**src/rtl/uart_rx_deserializer.sv**
```systemverilog
// uart_rx_deserializer
//   UART receive deserializer: input synchroniser, bit FSM and shift register in
//   one block. Each bit is decided by a 2-of-3 majority vote around the bit centre.
//   False starts are rejected. Parity, framing and break conditions are reported
//   alongside every completed word.
//
// Ports
//   clk         system clock
//   rst         synchronous, active-low reset
//   acq_sig     oversample tick from the baud generator (1-clk pulse, may be held high)
//   rx          asynchronous serial line, idle high
//   big_end     1: first data bit lands in data[DATA_W-1]; 0: first bit lands in data[0]
//   parity_en   1: a parity bit follows the data bits
//   parity_odd  1: odd parity; 0: even parity
//   stop2       1: two stop bits; 0: one stop bit
//   data        last received word, held until the next valid
//   valid       1-clk pulse per completed frame (error frames included)
//   parity_err  parity check result for the current data
//   frame_err   a stop bit was sampled 0
//   break_det   every data, parity and stop bit of the frame was 0
//   busy        receiver is inside a frame
//   rx_synch    start edge seen while idle (combinational, 1 clk)
//
// Sampling alignment: the tick on which the first 0 enters the synchroniser is
// treated as cnt=0 of the start bit, so cnt=c always refers to sample c of the
// current bit.
module uart_rx_deserializer #(
  parameter int DATA_W    = 8,
  parameter int OVS       = 16,
  parameter int ACQ_POINT = 7,
  parameter int SYNC_W    = 3
) (
  input  logic              clk,
  input  logic              rst,
  input  logic              acq_sig,
  input  logic              rx,
  input  logic              big_end,
  input  logic              parity_en,
  input  logic              parity_odd,
  input  logic              stop2,
  output logic [DATA_W-1:0] data,
  output logic              valid,
  output logic              parity_err,
  output logic              frame_err,
  output logic              break_det,
  output logic              busy,
  output logic              rx_synch
);

  localparam int CNT_W = $clog2(OVS);
  localparam int IDX_W = $clog2(DATA_W);

  typedef enum logic [4:0] {
    S_IDLE   = 5'b00001,
    S_START  = 5'b00010,
    S_DATA   = 5'b00100,
    S_PARITY = 5'b01000,
    S_STOP   = 5'b10000
  } state_t;

  state_t            state;
  logic [SYNC_W-1:0] sync;
  logic [CNT_W-1:0]  cnt;
  logic [IDX_W-1:0]  bit_idx;
  logic [1:0]        samp;
  logic [DATA_W-1:0] sh;
  logic              perr_q;
  logic              ferr_q;
  logic              any_one;
  logic              big_end_q;
  logic              parity_en_q;
  logic              parity_odd_q;
  logic              stop2_q;

  logic              line;
  logic              maj;
  logic              decide;
  logic              wrap;
  logic              last_data;
  logic              last_stop;
  logic [IDX_W-1:0]  dst_idx;

  // The vote sample is the same stage whose 1->0 transition marks the start edge.
  assign line      = sync[SYNC_W-2];
  // Third vote sample is the live one on the decision tick.
  assign maj       = (samp[0] & samp[1]) | (samp[0] & line) | (samp[1] & line);
  assign decide    = (cnt == CNT_W'(ACQ_POINT + 1));
  assign wrap      = (cnt == CNT_W'(OVS - 1));
  assign last_data = (bit_idx == IDX_W'(DATA_W - 1));
  assign last_stop = (bit_idx == IDX_W'(stop2_q));
  assign dst_idx   = big_end_q ? (IDX_W'(DATA_W - 1) - bit_idx) : bit_idx;

  // Edge check uses the stages as they stood before this tick's shift, so the
  // tick that detects the edge is sample 1 of the start bit.
  assign rx_synch  = (state == S_IDLE) && acq_sig && sync[SYNC_W-1] && !sync[SYNC_W-2];
  assign busy      = (state != S_IDLE);

  // NOTE: sequential state uses <= so every register sees its peers' pre-edge values.
  always_ff @(posedge clk) begin
    // NOTE: reset is sampled on the clock edge; the synchroniser loads 1s so the
    // idle-high line cannot look like a start edge when reset releases.
    if (!rst) begin
      sync         <= '1;
      state        <= S_IDLE;
      cnt          <= '0;
      bit_idx      <= '0;
      samp         <= '0;
      sh           <= '0;
      perr_q       <= 1'b0;
      ferr_q       <= 1'b0;
      any_one      <= 1'b0;
      big_end_q    <= 1'b0;
      parity_en_q  <= 1'b0;
      parity_odd_q <= 1'b0;
      stop2_q      <= 1'b0;
      data         <= '0;
      valid        <= 1'b0;
      parity_err   <= 1'b0;
      frame_err    <= 1'b0;
      break_det    <= 1'b0;
    end else begin
      valid <= 1'b0;
      if (acq_sig) sync <= {sync[SYNC_W-2:0], rx};

      if (rx_synch) begin
        // Modes are frozen for the whole frame from here on.
        state        <= S_START;
        cnt          <= CNT_W'(1);
        bit_idx      <= '0;
        sh           <= '0;
        perr_q       <= 1'b0;
        ferr_q       <= 1'b0;
        any_one      <= 1'b0;
        big_end_q    <= big_end;
        parity_en_q  <= parity_en;
        parity_odd_q <= parity_odd;
        stop2_q      <= stop2;
      end else if (acq_sig && state != S_IDLE) begin
        cnt <= wrap ? '0 : cnt + CNT_W'(1);
        if (cnt == CNT_W'(ACQ_POINT - 1)) samp[0] <= line;
        if (cnt == CNT_W'(ACQ_POINT))     samp[1] <= line;

        case (state)
          S_START: begin
            // A start bit that votes high was a glitch: drop it silently.
            if (decide && maj) state <= S_IDLE;
            else if (wrap)     state <= S_DATA;
          end
          S_DATA: begin
            if (decide) begin
              sh[dst_idx] <= maj;
              any_one     <= any_one | maj;
            end
            if (wrap) begin
              if (last_data) begin
                bit_idx <= '0;
                state   <= parity_en_q ? S_PARITY : S_STOP;
              end else begin
                bit_idx <= bit_idx + IDX_W'(1);
              end
            end
          end
          S_PARITY: begin
            if (decide) begin
              perr_q  <= ^sh ^ maj ^ parity_odd_q;
              any_one <= any_one | maj;
            end
            if (wrap) state <= S_STOP;
          end
          S_STOP: begin
            if (decide) begin
              if (last_stop) begin
                // Finish at the decision tick rather than the wrap so a start
                // edge right after the stop bit is not missed.
                state      <= S_IDLE;
                valid      <= 1'b1;
                data       <= sh;
                parity_err <= perr_q;
                frame_err  <= ferr_q | ~maj;
                break_det  <= ~(any_one | maj);
              end else begin
                ferr_q  <= ferr_q | ~maj;
                any_one <= any_one | maj;
              end
            end
            if (wrap) bit_idx <= bit_idx + IDX_W'(1);
          end
          default: state <= S_IDLE;
        endcase
      end
    end
  end

endmodule

```
**config.mk**
```make
export PLATFORM = sky130hd
export DESIGN_NAME = uart_rx_deserializer
export DESIGN_NICKNAME = d
export VERILOG_FILES = /design/src/rtl/uart_rx_deserializer.sv
export SDC_FILE = /design/constraint.sdc
export NUM_CORES = 1
export LEC_CHECK = 0
export ABC_CLOCK_PERIOD_IN_PS = 3180
export BUFFER_PORTS_ARGS = -buffer_cell sky130_fd_sc_hd__buf_4
export CAP_MARGIN = 20
export CORE_ASPECT_RATIO = 0.9
export CORE_MARGIN = 5
export CORE_UTILIZATION = 55
export DETAILED_ROUTE_END_ITERATION = 12
export PLACE_DENSITY = 0.74
export SYNTH_ARGS = -nofsm -noshare
export SYNTH_HDL_FRONTEND = slang
export SYNTH_SLANG_ARGS = --single-unit
```
**constraint.sdc**
```tcl
create_clock -name clk -period 3.18 [get_ports clk]
set_input_delay 0.477 -clock clk [delete_from_list [all_inputs] [get_ports clk]]
set_output_delay 0.477 -clock clk [all_outputs]
set_load 0.01 [all_outputs]
```
Yosys cells after proc, flatten, opt, wreduce, memory -nomap -nowiden
Cells that the tools add are included.

storage, ports and cells
  register bits = 44
  bits of input ports = 8
  output and inout bits = 14
  logic and storage cells = 121

cells by class
  add/sub/neg operators = 3
  magnitude comparators = 2
  equal/unequal tests = 27
  multiplexer cells = 27
  bitwise gates (word level) = 17
  reductions and logical operators = 24

operators by type and width
  cell                                                                     number
  5-bit 2-to-1 mux                                                         8
  5-bit case mux with 4 select lines                                       1
  3-bit inequality test, second input constant                             6
  2-bit inequality test, second input constant                             7
  7-bit AND reduction                                                      2
  3-bit 2-to-1 mux                                                         4
  3-bit AND reduction                                                      4
  5-bit AND reduction                                                      2
  8-bit bitwise mux                                                        1
  4-bit by 3-bit == test with 1-bit output, second input constant          2
  4-bit == test, second input constant                                     2
  1-bit NOT                                                                8
  4-bit AND reduction                                                      2
  8-bit XOR reduction                                                      1
  1-bit 2-to-1 mux                                                         7
  1-bit logical AND                                                        6
  3-bit case mux with 2 select lines                                       1
  2-bit nonzero test                                                       3
  5-bit by 1-bit == test with 1-bit output, second input constant          1
  5-bit by 2-bit == test with 1-bit output, second input constant          1
  5-bit by 3-bit == test with 1-bit output, second input constant          1
  5-bit by 4-bit == test with 1-bit output, second input constant          1
  5-bit == test, second input constant                                     1
  5-bit by 1-bit inequality test with 1-bit output, second input constant  1
  19 further kinds                                                         27

Logic depth before layout (Yosys ltp)
Gate-level depths: netlist of run 1.

  depth after elaboration = 8
  mapped depth = 9
  depth with buffers taken out = 7

Worst setup path after synthesis of run 1
OpenSTA, ideal clock, no wires.

  path kind = input to register
  start = input acq_sig
  end = register sh[2]
  setup time = 0.101 ns
  arrival = 1.784 ns
  required time = 3.079 ns
  slack = 1.295 ns
  cell stages on the path = 8
  buffers on the path = 2
  path through = buf_2 -> and3b_1 -> nand3_1 -> inv_2 -> nor2_1 -> clkbuf_1 -> o311ai_0 -> o41ai_1

between the ends
  cells in the longest elaborated chain, start to end = 4
  elaborated cells between the ends (all ways) = 6
  those cells by class = reduce/logical (6)

RTL lines
  element                         RTL line  RTL
  start: declaration              35        input logic acq_sig,
  1-bit logical AND (3 in a row)  95        assign rx_synch = (state == S_IDLE) && acq_sig && sync[SYNC_W-1] && !sync[SYNC_W-2];
  via rx_synch                    47        output logic rx_synch
  2-bit OR reduction (no line)    n/a
  end signal: indexed assignment  151       sh[dst_idx] <= maj;
  end: declaration                66        logic [DATA_W-1:0] sh;

The timed path passes the listed nets, and every way through them passes these cells.
A chain may end at the register's enable or synchronous reset.

Final worst setup path of run 1
  start = register state[3]
  end = register sh[3]

between the ends
  cells in the longest elaborated chain, start to end = 5
  elaborated cells between the ends (all ways) = 9
  those cells by class = eq/ne (3); reduce/logical (6)

RTL lines
  element                                   RTL line  RTL
  start: declaration                        61        state_t state;
  start signal: assignment                  157       state <= parity_en_q ? S_PARITY : S_STOP;
  5-bit by 1-bit == test with 1-bit output  95
  1-bit logical AND (3 in a row)            95
  2-bit OR reduction (no line)              n/a

Several ways; a longest one is shown, not always the timed one.

==> flow_metrics.tcl, run 1 <==
set metrics [dict create \
    routed_wl_um 4428 \
    n_antenna_cell 0 \
    placed_area_um2 2412 \
    seq_area_frac_synth_pct 38.72 \
    grt_setup_unrepaired "false" \
    synth.most_common_cell "dfxtp_1" \
    synth.cell_area_um2 2275 \
    cts_num_sinks 44 \
    r2r-end "sh[3]" \
    yosys.area.top_type_share_pct 38.72 \
    fin_crit_sh_pct 75.20 \
    drive_above_1_share_pct 17.19 \
    synth_enable_flop_cells 0 \
    antenna_found_initial 0 \
    boundaryPins 22 \
    routabilityCongestion 0.8279 \
    critPathArrivalTime_ns 2.58 \
    stdcell_count 304 \
    dr_total_vias 1761 \
    fin_nets 268 \
    tightest_slew_ns 0.7475 \
    p_leak_nw 0.9709 \
    grt_pass1_wl_um 7507 \
    grt_start_max_net_pins 19 \
    max_freq_mhz 418.2 \
    rr_worst_depth 6 \
    worst_clock_skew_ns 0.01078 \
    start_util_pct 56.22 \
    ant_nets 0 \
    hp-start "rx" \
    startpoint "state[3]" \
    peakVddDrop_uv 262.6 \
    setup_viol 0 \
    rows 22 \
    clk_latency_ns 0.30 \
    grt_pass1_vias 1570 \
    hold_viol 0 \
    reg2reg_slack_ns 0.79 \
    first_iter_violations 143 \
    maxSlewHeadroom_pct 50.00 \
    cts_max_path_buffers 2 \
    grt_usage_pct 16.55 \
    crit_fanout 13 \
    die_area_um2 5524 \
    cts_max_level 2 \
    synth_seq_cells 44 \
    fin_area_um2 2529 \
    clk_pin_slew_ns 0.09 \
    min_to "sync[0]" \
    synth_cell_types 57 \
    viasPerCell 5.793 \
    start_kind "flip-flop" \
    worst_hold_path.num_cells 3 \
    critical_path_class "flip-flop to flip-flop" \
    regToRegStartpoint "state[3]" \
    wl_per_cell_um 14.57 \
    finalCriticalPeriod_ns 2.391 \
    grt-ovfl-total 0 \
    area_growth_pct 11.17 \
    yosys.area.top_type "dfxtp_1" \
    core_area_um2 4046 \
    async_flop_share_pct 0 \
    drv_slew 0 \
    setup_tns_ns 0 \
    synth_common_cells "44 x dfxtp_1, 33 x nor2_1, 25 x mux2i_1" \
    die_x_um 77.79 \
    required_ns 3.37 \
    io_buffer_count 21 \
    cts_made_buffers 5 \
    drc 0 \
    status "finished, final reports clean" \
    drt_first_pass_iters 4 \
    synth.avg_cell_area_um2 9.517 \
    syn_inst 239 \
    die_y_um 71.01 \
    powerDensity_nw_per_um2 416.8 \
    postCtsSetupBuffers 0 \
    cts_tree "done" \
    cts_root_buf "clkbuf_8" \
    holdBufCountCts 0 \
    hpwl_um 3164 \
    syn-num-nets 252 \
    end_kind "flip-flop" \
    yosysWarnings 0 \
    synth-main-ff-cell "dfxtp_1" \
    cts_resized 0 \
    dp.cells 296 \
    hp-class "input pin to flip-flop" \
    max_cap_viol_count 0 \
    synth.area.top_cells "dfxtp_1 39%, mux2i_1 11%, nor2_1 5.4%" \
]
cell type report:
cell class / instances / area (um2)
fill: 348 / 1518
multi-input combinational: 174 / 1272
sequential: 44 / 880.8
timing repair buffer: 23 / 172.7
clock buffer: 5 / 68.82
tap: 48 / 60.06
clock inverter: 3 / 47.55
inverter: 7 / 26.28
registers in the layout, summed over array words and instances, names as in the netlist, 2 cells and up:
| name | cells |
|---|---|
| bit_idx | 3 |
| cnt | 4 |
| data | 8 |
| samp | 2 |
| sh | 8 |
| state | 5 |
| sync | 3 |
routing by layer:
metal | up-vias | GRT usage, % | share of wire, %
li1 | 905 | - | -
met1 | 823 | 25.20 | 52
met2 | 29 | 22.80 | 43
met3 | 4 | 4.071 | 4.3
met4 | 0 | 4.771 | 0.63
met5 | - | 0 | 0
metrics by stage:
stage / util (%) / hold slack, ns / setup WS [ns] / power (mW)
global placement: 59.62 / 0.4528 / 0.8952 / 0.6305
CTS: 62.49 / 0.3925 / 0.8265 / 1.063
finish: 62.49 / 0.3971 / 0.7885 / 1.054
detailed placement: 59.62 / 0.4622 / 0.7952 / 0.6309
floorplan: - / 0.4403 / 1.295 / 0.6122
global route: 62.49 / 0.4081 / 0.5061 / 1.100
cell families after synthesis:
| logic type | after synthesis | synth area share [%] |
|---|---|---|
| AND/OR/NAND/NOR | 88 | 20.68 |
| multiplexers | 25 | 11.00 |
| buffers and inverters | 21 | 5.335 |
| AO/OA/AOI/OAI | 41 | 15.02 |
| XOR/XNOR | 14 | 5.996 |
| flip-flops | 44 | 38.72 |
| adder cells (fa/ha/maj) | 6 | 3.245 |
worst max-delay path, stage by stage (launching register included):
cell and delay (ns):
dfxtp_1 0.62, inv_1 0.15, nand3_1 0.18, inv_2 0.11, nor2_1 0.48, nand2_1 0.34
o41ai_1 0.40
layout by cell type, fill, tap and decap left out, types with 2 or more instances in the layout:
master | synthesis | final
dfxtp_1 | 44 | 44
nor2_1 | 33 | 33
mux2i_1 | 25 | 25
buf_4 | 1 | 23
nand2_1 | 19 | 19
xnor2_1 | 9 | 9
o41ai_1 | 8 | 8
o311ai_0 | 6 | 6
inv_1 | 5 | 5
a21oi_1 | 5 | 5
ha_1 | 5 | 5
clkbuf_8 | 0 | 5
nand3_1 | 4 | 4
xor2_1 | 4 | 4
nor2b_1 | 4 | 4
o21a_1 | 3 | 3
nand4_1 | 3 | 3
nor3_1 | 3 | 3
and3b_1 | 2 | 2
o21ai_1 | 2 | 2
nand2b_1 | 2 | 2
a211o_1 | 2 | 2
o211ai_1 | 2 | 2
nor4_1 | 2 | 2
nand4b_1 | 2 | 2
a31o_2 | 2 | 2
o311ai_1 | 2 | 2
o21ai_0 | 2 | 2
clkinv_4 | 0 | 2
where the power goes:
part / internal (mW) / leakage, nW / total (mW) / switching [mW]
Clock: 0.237 / 0.0583 / 0.436 / 0.199
Sequential: 0.555 / 0.355 / 0.561 / 0.00626
Combinational: 0.0246 / 0.558 / 0.0573 / 0.0326
Total: 0.816 / 0.971 / 1.05 / 0.238
worst max path at each step:
stage                      to  slack (ns)
floorplan               sh[2]        1.29
global placement        sh[3]        0.90
detailed placement      sh[4]        0.80
CTS                 frame_err        0.83
global route            sh[4]        0.51
finish                  sh[3]        0.79
Note: power is estimated with default switching activity, not from simulation.
==> run 2, diff against run 1 <==
==> config.mk (replaced) <==
export PLATFORM = sky130hd
export DESIGN_NAME = uart_rx_deserializer
export DESIGN_NICKNAME = d
export VERILOG_FILES = /design/src/rtl/uart_rx_deserializer.sv
export SDC_FILE = /design/constraint.sdc
export NUM_CORES = 1
export LEC_CHECK = 0
export ABC_AREA = 1
export ABC_CLOCK_PERIOD_IN_PS = 2000
export BUFFER_PORTS_ARGS = -buffer_cell sky130_fd_sc_hd__buf_4
export CAP_MARGIN = 20
export CORE_ASPECT_RATIO = 0.9
export CORE_MARGIN = 5
export CORE_UTILIZATION = 53
export DETAILED_ROUTE_END_ITERATION = 12
export PLACE_DENSITY = 0.75
export SYNTH_ARGS = -nofsm -noshare
export SYNTH_HDL_FRONTEND = slang
export SYNTH_SLANG_ARGS = --single-unit
==> constraint.sdc (replaced) <==
create_clock -name clk -period 2 [get_ports clk]
set_input_delay 0.3 -clock clk [delete_from_list [all_inputs] [get_ports clk]]
set_output_delay 0.3 -clock clk [all_outputs]
set_load 0.01 [all_outputs]
==> run 2 against run 1 <==
Cell count grew 29%; sequential cell count is the same; first-iteration DRC count shrank 4.2%.
==> flow_metrics.tcl, run 2 <==
set metrics [dict create \
    status "finished, final reports clean" \
    grt_pass1_vias 1862 \
    die_y_um 71.72 \
    die_area_um2 5636 \
    synth_seq_cells 44 \
    grt_pass1_wl_um 8638 \
    end_kind "flip-flop" \
    cts_root_buf "clkbuf_8" \
    drv_slew 0 \
    setup_viol 0 \
    io_buffer_count 21 \
    synth_cell_types 28 \
    finalCriticalPeriod_ns 1.728 \
    area_growth_pct 13.22 \
    required_ns 2.16 \
    cts_resized 0 \
    cts_max_path_buffers 2 \
    final.setup.worst_slack_ns 0.2716 \
    synth.cell_area_um2 2243 \
    max_freq_mhz 578.6 \
    cts_tree "done" \
    multi_input_area_um2 1175 \
    critPathArrivalTime_ns 1.89 \
    routabilityCongestion 0.8951 \
    crit_fanout 14 \
    syn_inst 317 \
    fin_nets 356 \
    clk_latency_ns 0.28 \
    wl_per_cell_um 12.39 \
    cts_max_level 2 \
    max_cap_viol_count 0 \
    grt-ovfl-total 0 \
    first_iter_violations 137 \
    clk_pin_slew_ns 0.08 \
    drt_first_pass_iters 4 \
    synth_common_cells "59 x nand2_1, 53 x nor2_1, 44 x dfxtp_1" \
    reg_top3 "data (8), sh (8), state (5)" \
    p_leak_nw 1.154 \
    ff_latch_area_um2 880.8 \
    cts_made_buffers 5 \
    drc 0 \
    critical_path_class "flip-flop to flip-flop" \
    hpwl_um 3739 \
    rows 22 \
    final_common_cell "nand2_1" \
    synth.most_common_cell "nand2_1" \
    powerDensity_nw_per_um2 851.6 \
    n_antenna_cell 0 \
    postCtsSetupBuffers 0 \
    core_area_um2 4074 \
    synth-main-ff-cell "dfxtp_1" \
    synth_enable_flop_cells 0 \
    yosysWarnings 0 \
    worst_clock_skew_ns 0.007253 \
    antenna_found_initial 0 \
    setup_tns_ns 0 \
    hp-class "input pin to flip-flop" \
    start_util_pct 55.07 \
    hold_viol 0 \
    fill_cells 373 \
    syn-num-nets 330 \
    fin_crit_sh_pct 86.42 \
    grt_usage_pct 18.86 \
    peakVddDrop_uv 656.3 \
    yosys.area.top_type_share_pct 39.26 \
    start_kind "flip-flop" \
    boundaryPins 22 \
    seq_area_frac_synth_pct 39.26 \
    reg2reg_slack_ns 0.27 \
    maxSlewHeadroom_pct 58.83 \
    grt_setup_unrepaired "false" \
    routed_wl_um 4855 \
    ant_nets 0 \
    synth.area.top_cells "dfxtp_1 39%, nand2_1 9.9%, nor2_1 8.9%" \
    synth.avg_cell_area_um2 7.077 \
    drive_above_1_share_pct 14.24 \
    async_flop_share_pct 0 \
    final_cell_mix "59 x nand2_1, 53 x nor2_1, 44 x dfxtp_1" \
    holdBufCountCts 0 \
    grt_start_max_net_pins 18 \
    cts_num_sinks 44 \
    die_x_um 78.58 \
    tightest_slew_ns 0.6132 \
    yosys.area.top_type "dfxtp_1" \
    viasPerCell 5.283 \
    dp_worst_setup_slack_ns 0.2752 \
    dr_total_vias 2071 \
]
[run 2: changes by cell type after synthesis, moves of 8 or more]
cell / previous run / this run
nor2_1: 33 / 53
nand2_1: 19 / 59
mux2i_1: 25 / 0
o41ai_1: 8 / 0
inv_1: 5 / 36
o21ai_0: 2 / 20
nand4_1: 3 / 12
nand3_1: 4 / 24
a21oi_1: 5 / 21
[run 2: final timing paths]
check	start	endpoint	cells past startpoint
worst max-delay path	cnt[0]	frame_err	9
worst min register to register	ferr_q	ferr_q	2
worst min-delay path	rx	sync[0]	3
worst max register to register	cnt[0]	frame_err	9
[run 2: per-layer routing]
metal	routed length, um	vias to the layer above	part of all wire, %	track usage, %
met5	0	-	0	0
met4	30	0	0.62	3.689
met3	322	4	6.6	4.523
met2	2196	56	45	29.31
met1	2306	933	47	26.74
li1	-	1078	-	-
[run 2: cells by family after synthesis]
family	synth area share [%]
fa+ha+maj	2.789
xor+xnor	3.514
simple gates	36.59
compound gates	9.482
flops	39.26
buf+inv	8.365
[run 2: stage by stage]
stage | cells | utilization, % | power, mW | area, um2 | hold WS, ns
CTS | 392 | 62.35 | 2.182 | 2540 | 0.2243
detailed placement | 384 | 60.14 | 1.623 | 2450 | 0.4522
floorplan | 317 | - | 1.467 | 2243 | 0.4263
global route | 392 | 62.35 | 2.310 | 2540 | 0.2320
global placement | 384 | 60.14 | 1.609 | 2450 | 0.4483
finish | 392 | 62.35 | 2.163 | 2540 | 0.2283
[run 2: worst max-delay path, cell delays in order, from the launching register on]
cell	delay [ns]
dfxtp_1	0.34
inv_1	0.11
ha_1	0.17
nand2_1	0.06
nor2_2	0.15
nand3_4	0.13
nor2_4	0.28
inv_2	0.14
nor3_1	0.16
nor3_1	0.07
[run 2: where the power goes]
group	switching, mW	total (mW)	internal (mW)
registers	0.0623	0.998	0.936
logic	0.393	0.610	0.217
clock network	0.273	0.555	0.282
total	0.728	2.16	1.43
[run 2: cell type report]
cell class,instances,area share (%)
repair buffers,25,7.389
clock buffers,8,3.547
flip-flops and latches,44,34.68
well taps,48,2.365
multi-input cells,228,46.26
inverters,39,5.764
